## src/rtl/sistema_speed_pkg.sv

```systemverilog
// Shared definitions for the sistema_speed full-adder BIST: state encoding,
// sweep size and the golden full-adder functions.
package sistema_speed_pkg;

    typedef enum logic [1:0] {
        IDLE  = 2'd0,
        APPLY = 2'd1,
        DONE  = 2'd2
    } bist_state_t;

    localparam int VEC_COUNT = 8;

    // Golden model written out directly so a faulty adder cannot check itself.
    function automatic logic fa_sum(input logic a, input logic b, input logic c);
        return a ^ b ^ c;
    endfunction

    function automatic logic fa_carry(input logic a, input logic b, input logic c);
        return (a & b) | (a & c) | (b & c);
    endfunction

endpackage

```

## src/rtl/sistema_speed_bist_vecgen.sv

```systemverilog
// Vector and pass counter with a wait-cycle timer; holds each vector for
// DUT_LAT+1 cycles and flags the sampling cycle and the final sample of a run.
module sistema_speed_bist_vecgen
    import sistema_speed_pkg::*;
#(
    parameter int DUT_LAT = 0,
    parameter int PASSES  = 1
) (
    input  logic       clk,
    input  logic       reset,
    input  logic       clear,
    input  logic       run_en,
    output logic [2:0] vec,
    output logic       sample_en,
    output logic       last
);

    localparam int TW = (DUT_LAT > 0) ? $clog2(DUT_LAT + 1) : 1;
    localparam int PW = (PASSES > 1) ? $clog2(PASSES) : 1;
    localparam logic [TW-1:0] LAT_MAX  = TW'(DUT_LAT);
    localparam logic [PW-1:0] PASS_MAX = PW'(PASSES - 1);
    localparam logic [2:0]    VEC_MAX  = 3'(VEC_COUNT - 1);

    logic [TW-1:0] timer;
    logic [PW-1:0] pass_idx;

    assign sample_en = run_en && (timer == LAT_MAX);
    assign last      = sample_en && (vec == VEC_MAX) && (pass_idx == PASS_MAX);

    always_ff @(posedge clk) begin
        if (reset || clear) begin
            vec      <= '0;
            timer    <= '0;
            pass_idx <= '0;
        end else if (run_en) begin
            if (sample_en) begin
                timer <= '0;
                vec   <= vec + 3'd1;
                if (vec == VEC_MAX) begin
                    pass_idx <= last ? '0 : pass_idx + PW'(1);
                end
            end else begin
                timer <= timer + TW'(1);
            end
        end
    end

endmodule

```

## src/rtl/sistema_speed_bist.sv

```systemverilog
// Built-in self-test controller for the sistema_speed full adder: sweeps all
// input vectors, checks s/carry against the golden model, reports status.
module sistema_speed_bist
    import sistema_speed_pkg::*;
#(
    parameter int DUT_LAT = 0,
    parameter int PASSES  = 1,
    parameter int ERR_W   = 4
) (
    input  logic             clk,
    input  logic             reset,
    input  logic             start,
    input  logic             dut_s,
    input  logic             dut_carry,
    output logic             dut_a,
    output logic             dut_b,
    output logic             dut_c,
    output logic             busy,
    output logic             done,
    output logic             pass,
    output logic [ERR_W-1:0] err_count,
    output logic [2:0]       fail_vec,
    output logic             fail_valid
);

    bist_state_t state;
    logic [2:0]  vec;
    logic        sample_en;
    logic        last;
    logic        mismatch;

    sistema_speed_bist_vecgen #(
        .DUT_LAT (DUT_LAT),
        .PASSES  (PASSES)
    ) u_vecgen (
        .clk       (clk),
        .reset     (reset),
        .clear     (state == IDLE),
        .run_en    (state == APPLY),
        .vec       (vec),
        .sample_en (sample_en),
        .last      (last)
    );

    // The vector register is the stimulus, so the adder inputs only move on advance.
    assign {dut_a, dut_b, dut_c} = vec;

    assign mismatch = (dut_s     != fa_sum  (vec[2], vec[1], vec[0])) ||
                      (dut_carry != fa_carry(vec[2], vec[1], vec[0]));

    always_ff @(posedge clk) begin
        if (reset) begin
            state      <= IDLE;
            busy       <= 1'b0;
            done       <= 1'b0;
            pass       <= 1'b0;
            err_count  <= '0;
            fail_vec   <= '0;
            fail_valid <= 1'b0;
        end else begin
            done <= 1'b0;
            case (state)
                IDLE: begin
                    if (start) begin
                        state      <= APPLY;
                        busy       <= 1'b1;
                        pass       <= 1'b0;
                        err_count  <= '0;
                        fail_vec   <= '0;
                        fail_valid <= 1'b0;
                    end
                end
                APPLY: begin
                    if (sample_en) begin
                        if (mismatch) begin
                            if (err_count != '1) begin
                                err_count <= err_count + ERR_W'(1);
                            end
                            if (!fail_valid) begin
                                fail_vec   <= vec;
                                fail_valid <= 1'b1;
                            end
                        end
                        if (last) begin
                            state <= DONE;
                        end
                    end
                end
                DONE: begin
                    done  <= 1'b1;
                    busy  <= 1'b0;
                    pass  <= (err_count == '0);
                    state <= IDLE;
                end
                default: state <= IDLE;
            endcase
        end
    end

endmodule

```

## config.mk

```make
export PLATFORM = sky130hd
export DESIGN_NAME = sistema_speed_bist
export DESIGN_NICKNAME = d
export VERILOG_FILES = /design/src/rtl/sistema_speed_pkg.sv /design/src/rtl/sistema_speed_bist_vecgen.sv /design/src/rtl/sistema_speed_bist.sv
export SDC_FILE = /design/constraint.sdc
export NUM_CORES = 1
export LEC_CHECK = 0
export ABC_AREA = 1
export BUFFER_PORTS_ARGS = -buffer_cell sky130_fd_sc_hd__buf_4
export CORE_MARGIN = 1
export CORE_UTILIZATION = 59
export CTS_BUF_LIST = sky130_fd_sc_hd__clkbuf_8
export DETAILED_ROUTE_END_ITERATION = 8
export GPL_TIMING_DRIVEN = 0
export PLACE_DENSITY = 0.85
export RECOVER_POWER = 100
export SYNTH_ARGS = -nofsm -noshare
export SYNTH_HDL_FRONTEND = slang
export SYNTH_SLANG_ARGS = --single-unit
```

## constraint.sdc

```tcl
create_clock -name clk -period 4.4 [get_ports clk]
set_input_delay 1.1 -clock clk [delete_from_list [all_inputs] [get_ports clk]]
set_output_delay 1.1 -clock clk [all_outputs]
set_load 0.02 [all_outputs]
```

==> results.txt <==
----------------------------------------------------
[Power and ir drop]
  Proportion of power drawn by the clock network ... between 30 and 40%
  Max VDD drop ... between 0.2 and 0.25 mV
  P per Cell Area ... around 350 nW/µm²
  Sequential group share of total power ... between 40% and 50%
  Switching Fraction ... a little over a quarter
  Internal power summed over all cells ... 267.7 µW
  Combinational cell fraction of total power ... between 15 and 20%
  Net switching power ... 99.35 µW
  Leakage ... roughly 0.46 nW

[Logic synthesis]
  Syn Inst Count ... ~130
  Fraction of synthesized area in multiplexers ... 0%
  Area share of and/or/nand/nor cells after synthesis ... 34.06%
  Xor and xnor fraction of the mapped netlist area ... 1.900%
  Average instance area after synthesis ... 7.204 µm²
  Adder and majority cell fraction of the synthesized area ... under 10%
  Synthesized-area fraction occupied by ao, oa, aoi and oai cells ... between 7 and 8%
  Largest cells by area after synthesis ... sky130_fd_sc_hd__dfxtp_1, sky130_fd_sc_hd__nand2_1, sky130_fd_sc_hd__inv_1, sky130_fd_sc_hd__nor2_1, sky130_fd_sc_hd__a21oi_1
  Flop and latch count out of synthesis ... 18
  Unique masters post-synth ... 22
  Top-area cell type share of the netlist area ... 39.08%
  Sequential share of the synthesized area ... about two fifths
  Synthesized net count ... 138
  Post-synthesis cell type with the largest combined area ... sky130_fd_sc_hd__dfxtp_1
  Post-Synthesis Cell Area ... roughly 920 µm²
  Synth Warn # ... 0
  Dominant combinational cell family by area after synthesis ... simple AND/OR/NAND/NOR gates

[Timing]
  Normalized max-slew margin ... around two thirds
  Worst Tran Pin Value ... about 0.48 ns
  Total of endpoints with negative setup slack in the final report ... 0
  Number of max-slew violations in the final report ... 0
  Worst setup slack after layout ... between 2 and 2.5 ns
  RSZ-0062 raised after global routing ... false
  Number of endpoints with negative hold slack in the final report ... 0
  WHS ... between 0.4 and 0.5 ns
  Top achievable clock speed ... 483.7 MHz
  Share of the cycle needed by the critical path after routing ... between 40% and 50%
  Crit path time final ... slightly above 2 ns
  Final setup skew ... about 0.0021 ns
  Post-route setup TNS ... 0 ns

[Worst setup path]
  Cell with the largest stage delay on the worst path ... sky130_fd_sc_hd__dfxtp_1
  Worst Path Arrival ... about 0.97 ns
  Sort of element at the end of the critical path ... output port
  Bufs and invs on worst path ... 1
  Biggest fanout along the worst timing path ... 6
  Critical setup path kind ... flip-flop to output port
  Required time worst endpoint ... 3.30 ns
  Worst-case register-to-register setup slack ... between 2 and 2.5 ns
  Reg-to-Reg End ... err_count[0]
  Source of the critical timing path ... u_vecgen.vec[0]
  Critical path destination ... dut_c
  Sort of element at the start of the critical path ... flip-flop
  Crit path max-delay family ... flip-flops
  Worst Reg2Reg Path Length in Cells ... 7
  Startpoint of the lowest-slack register-to-register path ... u_vecgen.vec[0]
  Number of cells on the critical path ... 1
  Cells along the critical path ... clkbuf_1
  Worst path max stage delay ... 0.45 ns

[GRT]
  Global-route wire length before repair ... roughly 3300 µm
  Pin count of the biggest net entering global routing ... 11
  Antenna violations before repair ... 0
  Via count of the first global-routing pass ... about 800
  Total gr overflow ... 0
  Overall routing resource usage ... between 20 and 25%

[Cells and area]
  Top library cells by usage in the layout, fill and taps aside ... sky130_fd_sc_hd__nand2_1, sky130_fd_sc_hd__inv_1, sky130_fd_sc_hd__dfxtp_1
  Proportion of layout cells with a drive suffix above 1 ... a little under a tenth
  Total inserted antenna cells ... 0
  Fin nets ... 160
  Layout overhead on the synthesized area ... 12.89%
  Most common cell after layout, fill and taps aside ... sky130_fd_sc_hd__nand2_1

[Route]
  Number of search-and-repair iterations in the first detailed-routing pass ... 4
  Number of DRC markers in iteration 0 ... 33
  Avg WL per Cell ... 11.51 µm
  DRT antenna net count ... 0
  Drt via density ... roughly 5.1
  DRC ... 0
  Final wirelength ... around 1900 µm
  Via total after detailed routing ... approximately 840

[Floorplan]
  Die area ... about 1700 µm²
  Die Width ... between 40 and 50 µm
  Starting utilization of the core area ... between 60% and 70%
  I/O Pins ... 19
  Floorplan row count ... 13
  Y dimension of the die ... around 42 µm
  Std-Cell Core Area ... around 1400 µm²

[Clocking]
  Clock transition at the registers of the reported paths ... roughly 0.07 ns
  Clock H-tree levels ... 1
  Number of sinks handled by clock tree synthesis ... 18
  TritonCTS clock tree ... yes
  Setup Fix Bufs, Post-CTS ... 0
  Root buf cell ... sky130_fd_sc_hd__clkbuf_8
  Post-cts sizing count ... 0
  Post-CTS Hold Buffers ... 0
  Clock insertion delay at the later pin of the skew report ... ~0.25 ns
  TritonCTS buffer count ... 3
  Worst-case clock buffer depth ... 2

[Placement]
  I/O Buffers ... 17
  Global placement routability congestion ... about 0.75
  Half-perimeter wire length after detailed placement ... approximately 1500 µm
  Worst-case setup slack after placement ... about 2.3 ns

[Job]
  Maximum capacitance violations ... 0

[Worst hold path]
  Min-delay worst type ... flip-flop to flip-flop

[Outcome]
  Status ... complete, no violations

----------------------------------------------------
-- cell families (layout without fill, tap and decap cells) --
group,Yosys count,after routing
AO/OA/AOI/OAI,13,13
flip-flops,18,18
AND/OR/NAND/NOR,66,66
buffers and inverters,24,45
XOR/XNOR,2,2
adder cells (fa/ha/maj),5,5
-- area by class of cell --
cell class              instances  area [µm²]
multi-input cells              86       436.7
flip-flops and latches         18       360.3
fillers                       116       341.6
inverters                      23       91.34
repair buffers                 17       75.07
clock buffers                   4       55.05
well taps                      15       18.77
plain buffers                   1       3.754
-- Yosys cell counts --
master / number
sky130_fd_sc_hd__o21ai_1: 1
sky130_fd_sc_hd__or2_1: 1
sky130_fd_sc_hd__a21oi_1: 11
sky130_fd_sc_hd__xnor2_1: 1
sky130_fd_sc_hd__nand4_1: 4
sky130_fd_sc_hd__ha_1: 4
sky130_fd_sc_hd__nand3_1: 5
sky130_fd_sc_hd__o21ai_0: 1
sky130_fd_sc_hd__nand3_4: 2
sky130_fd_sc_hd__inv_2: 4
sky130_fd_sc_hd__nand2_2: 3
sky130_fd_sc_hd__clkbuf_1: 1
sky130_fd_sc_hd__nand2_1: 31
sky130_fd_sc_hd__inv_1: 18
sky130_fd_sc_hd__clkinv_4: 1
sky130_fd_sc_hd__xor2_1: 1
sky130_fd_sc_hd__fa_1: 1
sky130_fd_sc_hd__nand3_2: 1
sky130_fd_sc_hd__nor3_1: 3
sky130_fd_sc_hd__nor2_2: 1
sky130_fd_sc_hd__dfxtp_1: 18
sky130_fd_sc_hd__nor2_1: 15
-- per-stage QoR --
stage          util [%]  cell area (µm²)  std cells  total power, mW
6_report          75.29             1041        164           0.3670
5_1_grt           75.29             1041        164           0.3827
4_1_cts           81.27             1124        164           0.3783
3_5_place_dp      77.29             1069        160           0.2439
3_3_place_gp      77.29             1069        160           0.2412
2_1_floorplan         -            922.1        128           0.2237
-- state kept, by name (all words and copies together), names as in the netlist --
| name | count |
|---|---|
| pass | 1 |
| busy | 1 |
| u_vecgen.pass_idx | 1 |
| u_vecgen.timer | 1 |
| err_count | 4 |
| fail_valid | 1 |
| done | 1 |
| u_vecgen.vec | 3 |
| state | 2 |
| fail_vec | 3 |
-- layer usage --
metal  GRT usage [%]  vias up  wire (µm)
li1                -      441          -
met1           29.67      369        842
met2           41.25       27        920
met3           3.913        4         94
met4           10.32        0         29
met5               0        -          0
-- how the worst min path moves through the flow --
stage | startpoint | endpoint | slack (ns) | cells past startpoint
floorplan | u_vecgen.pass_idx | u_vecgen.pass_idx | 0.42 | 2
global placement | u_vecgen.pass_idx | u_vecgen.pass_idx | 0.43 | 2
detailed placement | u_vecgen.pass_idx | u_vecgen.pass_idx | 0.45 | 2
CTS | u_vecgen.pass_idx | u_vecgen.pass_idx | 0.46 | 2
global route | u_vecgen.pass_idx | u_vecgen.pass_idx | 0.48 | 2
finish | u_vecgen.pass_idx | u_vecgen.pass_idx | 0.46 | 2
-- power groups by stage --
stage / Sequential [mW] / Combinational [mW] / Clock (mW)
2_1_floorplan: 0.187 / 0.0366 / 0
3_3_place_gp: 0.180 / 0.0614 / 0
3_5_place_dp: 0.180 / 0.0636 / 0
4_1_cts: 0.177 / 0.0640 / 0.138
5_1_grt: 0.177 / 0.0630 / 0.142
6_report: 0.176 / 0.0554 / 0.135
Power figures use the tool's default switching activity.
